==> src/rtl/rat_div_arb.sv <==
// Round-robin arbiter and sequencer that shares one rat_div datapath among NREQ requesters.
// Optional feature macro RAT_DIV_ARB_ZERO_CHECK_EN: zero-divisor requests bypass the datapath with resp_err.
module rat_div_arb #(
  parameter int WIDTH = 32,
  parameter int NREQ  = 4,
  parameter int IDW   = $clog2(NREQ)
) (
  input  logic                  clk,
  input  logic                  rst_n,
  input  logic [NREQ-1:0]       req_valid,
  output logic [NREQ-1:0]       req_ready,
  input  logic [NREQ*WIDTH-1:0] req_l_num,
  input  logic [NREQ*WIDTH-1:0] req_l_den,
  input  logic [NREQ*WIDTH-1:0] req_r_num,
  input  logic [NREQ*WIDTH-1:0] req_r_den,
  output logic [WIDTH-1:0]      dp_l_num,
  output logic [WIDTH-1:0]      dp_l_den,
  output logic [WIDTH-1:0]      dp_r_num,
  output logic [WIDTH-1:0]      dp_r_den,
  input  logic [WIDTH-1:0]      dp_s_num,
  input  logic [WIDTH-1:0]      dp_s_den,
  output logic                  resp_valid,
  input  logic                  resp_ready,
  output logic [IDW-1:0]        resp_id,
  output logic [WIDTH-1:0]      resp_num,
  output logic [WIDTH-1:0]      resp_den,
  output logic                  resp_err,
  output logic                  busy
);

  // state | meaning
  // IDLE  | arbitrate; on grant latch operands
  // ISSUE | dp_* stable, rat_div registers them
  // WAIT  | dp_s_* valid, capture quotient
  // RESP  | hold response until resp_ready
  typedef enum logic [1:0] {IDLE, ISSUE, WAIT, RESP} state_t;

  state_t           state;
  logic [IDW-1:0]   last;
  logic [IDW-1:0]   cand;
  logic [IDW-1:0]   grant_idx;
  logic             grant_found;
  logic [WIDTH-1:0] sel_l_num;
  logic [WIDTH-1:0] sel_l_den;
  logic [WIDTH-1:0] sel_r_num;
  logic [WIDTH-1:0] sel_r_den;

  // search starts just after the last winner so each requester waits at most NREQ grants
  always_comb begin
    grant_found = 1'b0;
    grant_idx   = '0;
    cand        = '0;
    for (int k = 1; k <= NREQ; k++) begin
      cand = IDW'((int'(last) + k) % NREQ);
      if (!grant_found && req_valid[cand]) begin
        grant_found = 1'b1;
        grant_idx   = cand;
      end
    end
  end

  always_comb begin
    sel_l_num = '0;
    sel_l_den = '0;
    sel_r_num = '0;
    sel_r_den = '0;
    for (int i = 0; i < NREQ; i++) begin
      if (grant_idx == IDW'(i)) begin
        sel_l_num = req_l_num[i*WIDTH +: WIDTH];
        sel_l_den = req_l_den[i*WIDTH +: WIDTH];
        sel_r_num = req_r_num[i*WIDTH +: WIDTH];
        sel_r_den = req_r_den[i*WIDTH +: WIDTH];
      end
    end
  end

  assign req_ready = (rst_n && state == IDLE && grant_found) ? (NREQ'(1) << grant_idx) : '0;

  always_ff @(posedge clk) begin
    if (!rst_n) begin
      state      <= IDLE;
      last       <= IDW'(NREQ - 1);
      dp_l_num   <= '0;
      dp_l_den   <= '0;
      dp_r_num   <= '0;
      dp_r_den   <= '0;
      resp_valid <= 1'b0;
      resp_id    <= '0;
      resp_num   <= '0;
      resp_den   <= '0;
      resp_err   <= 1'b0;
      busy       <= 1'b0;
    end else begin
      case (state)
        IDLE: begin
          if (grant_found) begin
            resp_id <= grant_idx;
            last    <= grant_idx;
            busy    <= 1'b1;
`ifdef RAT_DIV_ARB_ZERO_CHECK_EN
            if (sel_r_num == '0) begin
              resp_num   <= '0;
              resp_den   <= '0;
              resp_err   <= 1'b1;
              resp_valid <= 1'b1;
              state      <= RESP;
            end else begin
              dp_l_num <= sel_l_num;
              dp_l_den <= sel_l_den;
              dp_r_num <= sel_r_num;
              dp_r_den <= sel_r_den;
              state    <= ISSUE;
            end
`else
            dp_l_num <= sel_l_num;
            dp_l_den <= sel_l_den;
            dp_r_num <= sel_r_num;
            dp_r_den <= sel_r_den;
            state    <= ISSUE;
`endif
          end
        end
        ISSUE: state <= WAIT;
        WAIT: begin
          resp_num   <= dp_s_num;
          resp_den   <= dp_s_den;
          resp_err   <= 1'b0;
          resp_valid <= 1'b1;
          state      <= RESP;
        end
        RESP: begin
          if (resp_ready) begin
            resp_valid <= 1'b0;
            busy       <= 1'b0;
            state      <= IDLE;
          end
        end
        default: state <= IDLE;
      endcase
    end
  end

endmodule

==> config.mk <==
export PLATFORM = sky130hd
export DESIGN_NAME = rat_div_arb
export DESIGN_NICKNAME = d
export VERILOG_FILES = /design/src/rtl/rat_div_arb.sv
export SDC_FILE = /design/constraint.sdc
export NUM_CORES = 1
export LEC_CHECK = 0
export CORE_AREA = 2 2 306 308
export CTS_BUF_LIST = sky130_fd_sc_hd__clkbuf_16
export CTS_CLUSTER_SIZE = 30
export DETAILED_ROUTE_END_ITERATION = 16
export DIE_AREA = 0 0 308 310
export GPL_ROUTABILITY_DRIVEN = 0
export HOLD_SLACK_MARGIN = 0.05
export PLACE_DENSITY = 0.33
export SETUP_SLACK_MARGIN = 0.3
export SYNTH_ARGS = -nofsm -noshare
export SYNTH_HDL_FRONTEND = slang
export SYNTH_SLANG_ARGS = --single-unit
==> constraint.sdc <==
create_clock -name clk -period 2.15 [get_ports clk]
set_input_delay 0.215 -clock clk [delete_from_list [all_inputs] [get_ports clk]]
set_output_delay 0.215 -clock clk [all_outputs]
set_load 0.02 [all_outputs]
==> Yosys cells after proc, flatten, opt, wreduce, memory -nomap -nowiden <==
Cells that the tools add are included.
{ "word_totals": {"regBits": 200, "latchBits": 0, "ramBits": 0, "rom_bits": 0, "in_bits": 583, "output_inout_bits": 201, "word_cells": 84, "mem_count": 0} }
{ "op_classes": {"n_addsub": 4, "mul": 0, "div": 0, "magnitude_cmp": 4, "eq_ne": 8, "shifts": 1, "n_mux": 40, "bitwise_logic": 0, "n_reduce_logical": 16} }
{ "op_table": {"columns": ["cell", "n"], "rows": [
  ["$mux 32", 16],
  ["$lt 2x3->1 const B", 4],
  ["$mux 2", 6],
  ["$mux 1", 10],
  ["$bmux 1 s2", 4],
  ["$eq 2x2->1 const B", 4],
  ["$pmux 2 s4", 1],
  ["$reduce_and 2->1", 3],
  ["$logic_and 1x1->1", 5],
  ["$add 2x1->2 const B", 2],
  ["$add 2x2->2 const B", 2],
  ["$eq 2x1->1 const B", 2],
  ["$logic_not 2->1", 2],
  ["$mux 4", 1],
  ["$ne 2x2->1 const B", 2],
  ["$pmux 1 s2", 2],
  ["$reduce_bool 2->1", 2],
  ["$shl 1x2->4 const A", 1],
  ["$logic_not 1->1", 3],
  ["$reduce_and 3->1", 1]
]} }

==> Logic depth before layout (Yosys ltp) <==
{ "depth": {"ltp_word": 18, "mapped_depth": 8, "depth_no_buf": 6} }

==> Worst setup path after synthesis <==
Ideal clock, no wire load.
{ "synth_timing": {"path_kind": "register -> output", "start": "reg state[0]", "end": "out req_ready[1]", "t_arrival_ps": 1583, "required_ps": 1935, "setup_slack_ps": 352, "path_stages_with_launch": 7, "n_path_buf": 1, "cell_sequence": "dfxtp_1 inv_1 ha_1 a21boi_1 nand4_1 buf_2 nor2_1"} }
{ "synth_between": {"elab_chain_len": 4} }
{ "synth_rtl": {"columns": ["item", "line", "rtl"], "rows": [
  ["start, declared", "38", "state_t state;"],
  ["start signal, assigned", "81", "state <= IDLE;"],
  ["start signal, assigned", "119", "state <= ISSUE;"],
  ["start signal, assigned", "123", "ISSUE: state <= WAIT;"],
  ["$logic_not 2->1", "77", "assign req_ready = (rst_n && state == IDLE && grant_found) ? (NREQ'(1) << grant_idx) : '0;"],
  ["$logic_and 1x1->1 (2 in series)", "77", null],
  ["$mux 4", "77", null],
  ["end, declared", "11", "output logic [NREQ-1:0] req_ready,"]
]} }
No other way between the ends.

==> Worst setup path after layout <==
{ "layout_timing": {"start": "reg last[1]", "end": "out req_ready[3]"} }
{ "layout_between": {"elab_chain_len": 15, "elab_cells_between_ends": 29, "classes_between": "add/sub (4); shift (1); mux (17); reduce/logical (7)"} }
{ "layout_rtl": {"columns": ["item", "line", "rtl"], "rows": [
  ["start, declared", "39", "logic [IDW-1:0] last;"],
  ["start signal, assigned", "82", "last <= IDW'(NREQ - 1);"],
  ["start signal, assigned", "98", "last <= grant_idx;"],
  ["$add 2x1->2", "54", "cand = IDW'((int'(last) + k) % NREQ);"],
  ["$bmux 1 s2", "55", "if (!grant_found && req_valid[cand]) begin"],
  ["$mux 1 (not written as such)", "55", null],
  ["$mux 1", "55", null],
  ["$logic_not 1->1", "55", null],
  ["$logic_and 1x1->1", "55", null],
  ["$mux 1", "55", null],
  ["$logic_not 1->1", "55", null],
  ["$logic_and 1x1->1", "55", null],
  ["$mux 1", "55", null],
  ["$logic_not 1->1", "55", null],
  ["$logic_and 1x1->1", "55", null],
  ["$mux 2 or $mux 1 (tied branches)", "55", null],
  ["$shl 1x2->4 or $logic_and 1x1->1 (tied branches)", "77", null],
  ["$mux 4 (*)", "77", null]
]} }
Every way passes the cells marked *; elsewhere a longest branch is shown, timed or not. The select of a mux whose other input is x is not followed.

==> metrics.txt <==
status finished with violations; failing checks negative setup slack; vias post-DR 11600; gr ovfl total 0; Internal 17600 uW; vias in the first global route 12400; fin crit period 2.27 ns; slew margin rel. 0.536; Final WS setup -0.121 ns; commonest non-fill, non-tap cell in the layout clkdlybuf4s50_1; total core area 92500 um^2; worst endpoint data arrival time 2.06 ns; setup TNS -3.30 ns; largest family of logic cells by synthesized area multiplexers; xor and xnor fraction of the mapped netlist area 0; pwr/cell area 1190 nW/um^2; Clk pwr share 0.117; share of layout cells above drive strength 1 0.272; Post-DP HPWL 52.2 mm; CTS root buf clkbuf_16; Die ar. 95500 um^2; simple-gate area share of the yosys netlist 0.0965; TritonCTS clock tree done; first-pass GRT wire length 91.4 mm; Die Ht 310 um; Synth Cell Area 11100 um^2; DRC 0; max frequency 440 MHz; crit-path max FO 5; final setup fails 66; post-synth net total 1572; P_leak 0.00875 uW; Die Wd 308 um; commonest non-fill, non-tap cells in the layout 755 x clkdlybuf4s50_1, 195 x dfxtp_1, 183 x mux2i_1, 133 x nand2_1, 112 x o221ai_2; worst hold slack 0.289 ns; Final ANT Viol Nets 0; GR Util met3 0.0697; pre-CTS WS -0.643 ns; Max Buffers Root-to-Sink 2; Psw 11800 uW; Pins Over Slew Limit 0; Worst VDD drop 662 uV; initial drt markers 317; maxcap violations 0; Mapped Cells 986; synth warn 0; post-layout utilization of the core 0.268; Worst Hold Class in2reg; RSZ-0062 raised after global routing yes; synth top area cells dfxtp_1 36%, mux2i_1 29%, o221ai_2 15%; initial antenna violation count 18; switching portion of total power 0.401; final worst-path cycle share 1.06; Clk pin slew, worst setup/hold paths 0.09 ns; final wirelength 68.6 mm; multiplexer area fraction after synthesis 0.290; wire length per cell 21.9 um; CP Class reg2out; Num CTS Buffers 17; Clock Skews 0.0270 ns; fill count 9711; async set or reset register ratio after synthesis 0; CP required 1.93 ns; Total Routing Usage GR 0.135; FF+latch count, synth 200; CP endpoint kind output port; Fin. Hold Viols 0; Least-Margin Pin Slew 0.696 ns; vias per cell 3.70; area grow syn2layout 124%; syn_area_per_cell 11.2 um^2; H-tree depth 4; num ports 784; DRT Pass-1 Iters 4; global route hottest layer met2; met2 Use GR 0.243; Synth Area in Compound Gates 0.173; Initial Util 0.120; Synth cell types 38; Final Total Pwr 29400 uW; row count 112; prevailing post-synth register cell dfxtp_1; Post-synth EDFFs 0; Yosys top cell area share 0.362; Worst setup SP type flop; Sink Count 200; largest net degree at the start of global routing 71; register area share after synthesis 0.362; clk_lat worst skew 0.53 ns; Port Buffers 782; grt met1 use 0.137; Reg power frac 0.209; Comb power frac 0.674; Layout Nets 2499; Synth Area in Adders 0.00339; post-synth top area cell dfxtp_1
per-layer routing:
metal  part of all wire  wire length, um  up-vias
li1                   -                -     5568
met1               0.36            24600     5484
met2               0.52            35400      476
met3               0.11             7490       47
met4              0.014              977       20
met5             0.0022              152        -
stage by stage:
step / instances / instance area, um^2
3_5_place_dp: 2995 / 20800
5_1_grt: 3129 / 24800
2_1_floorplan: 986 / 11100
4_1_cts: 3097 / 23600
3_3_place_gp: 2995 / 20800
6_report: 3132 / 24800
kinds of logic after synthesis:
family	count (synthesis)
buffers and inverters	90
other	1
adder cells (fa/ha/maj)	3
AO/OA/AOI/OAI	143
flip-flops	200
AND/OR/NAND/NOR	228
multiplexers	321
area by class of cell:
class,count,area (um^2),area share
repair buffers,996,10900,0.440
multi-input cells,696,7770,0.313
flip-flops and latches,200,4010,0.162
well taps,1197,1500,0.0604
clock buffers,17,425,0.0172
clock inverters,15,136,0.00550
diodes,9,22.5,0.000909
inverters,2,7.51,0.000303
sequential cells by signal, summed over array words and instances, names as in the netlist:
register	count
resp_den	32
dp_r_den	32
state	2
last	2
busy	1
dp_l_den	32
dp_r_num	32
dp_l_num	32
resp_num	32
resp_valid	1
resp_id	2
critical path, cell delays in order, from the launching register on:
cell and delay [ns]:
dfxtp_2 0.33, buf_6 0.12, or4_1 0.50, nand4_1 0.16
buf_12 0.14, nor2_4 0.03, buf_6 0.12, buf_12 0.12
power groups by stage:
stage | Clock, uW | Combinational, uW | Sequential [uW]
floorplan | 0 | 6460 | 7820
global placement | 0 | 15100 | 6200
detailed placement | 0 | 15100 | 6230
CTS | 3710 | 18700 | 6190
global route | 3780 | 21000 | 6350
finish | 3450 | 19800 | 6140
synth_stat cells, types with 2 or more instances:
library cell / count
a21boi_1: 2
a21oi_1: 4
buf_12: 9
buf_2: 34
buf_6: 13
buf_8: 14
bufbuf_8: 3
clkbuf_1: 14
dfxtp_1: 200
ha_1: 3
inv_1: 2
mux2i_1: 321
nand2_1: 134
nand4_1: 2
nor2_1: 10
nor2b_1: 71
o221ai_1: 20
o221ai_2: 108
or2_1: 3
worst paths after layout:
kind | to | cells after the start | slack, ns | start
worst max-delay path | req_ready[3] | 7 | -0.12 | last[1]$_SDFFE_PN1P_
worst min register to register | resp_id[1]$_SDFFE_PN0P_ | 2 | 0.47 | resp_id[1]$_SDFFE_PN0P_
worst min-delay path | resp_num[12]$_SDFFE_PN0P_ | 3 | 0.29 | dp_s_num[12]
worst max register to register | dp_r_den[18]$_SDFFE_PN0P_ | 11 | -0.11 | last[0]$_SDFFE_PN1P_
repair_timing:
item	4_1_cts	5_1_grt
endpoints found under the hold margin	2	0
hold buffers	1	0
resized for setup	299	141
cloned	19	5
pin swaps	35	31
endpoints found under the setup margin	149	137
buffers inserted	50	21
No activity file was read; power rests on OpenSTA's default activity.
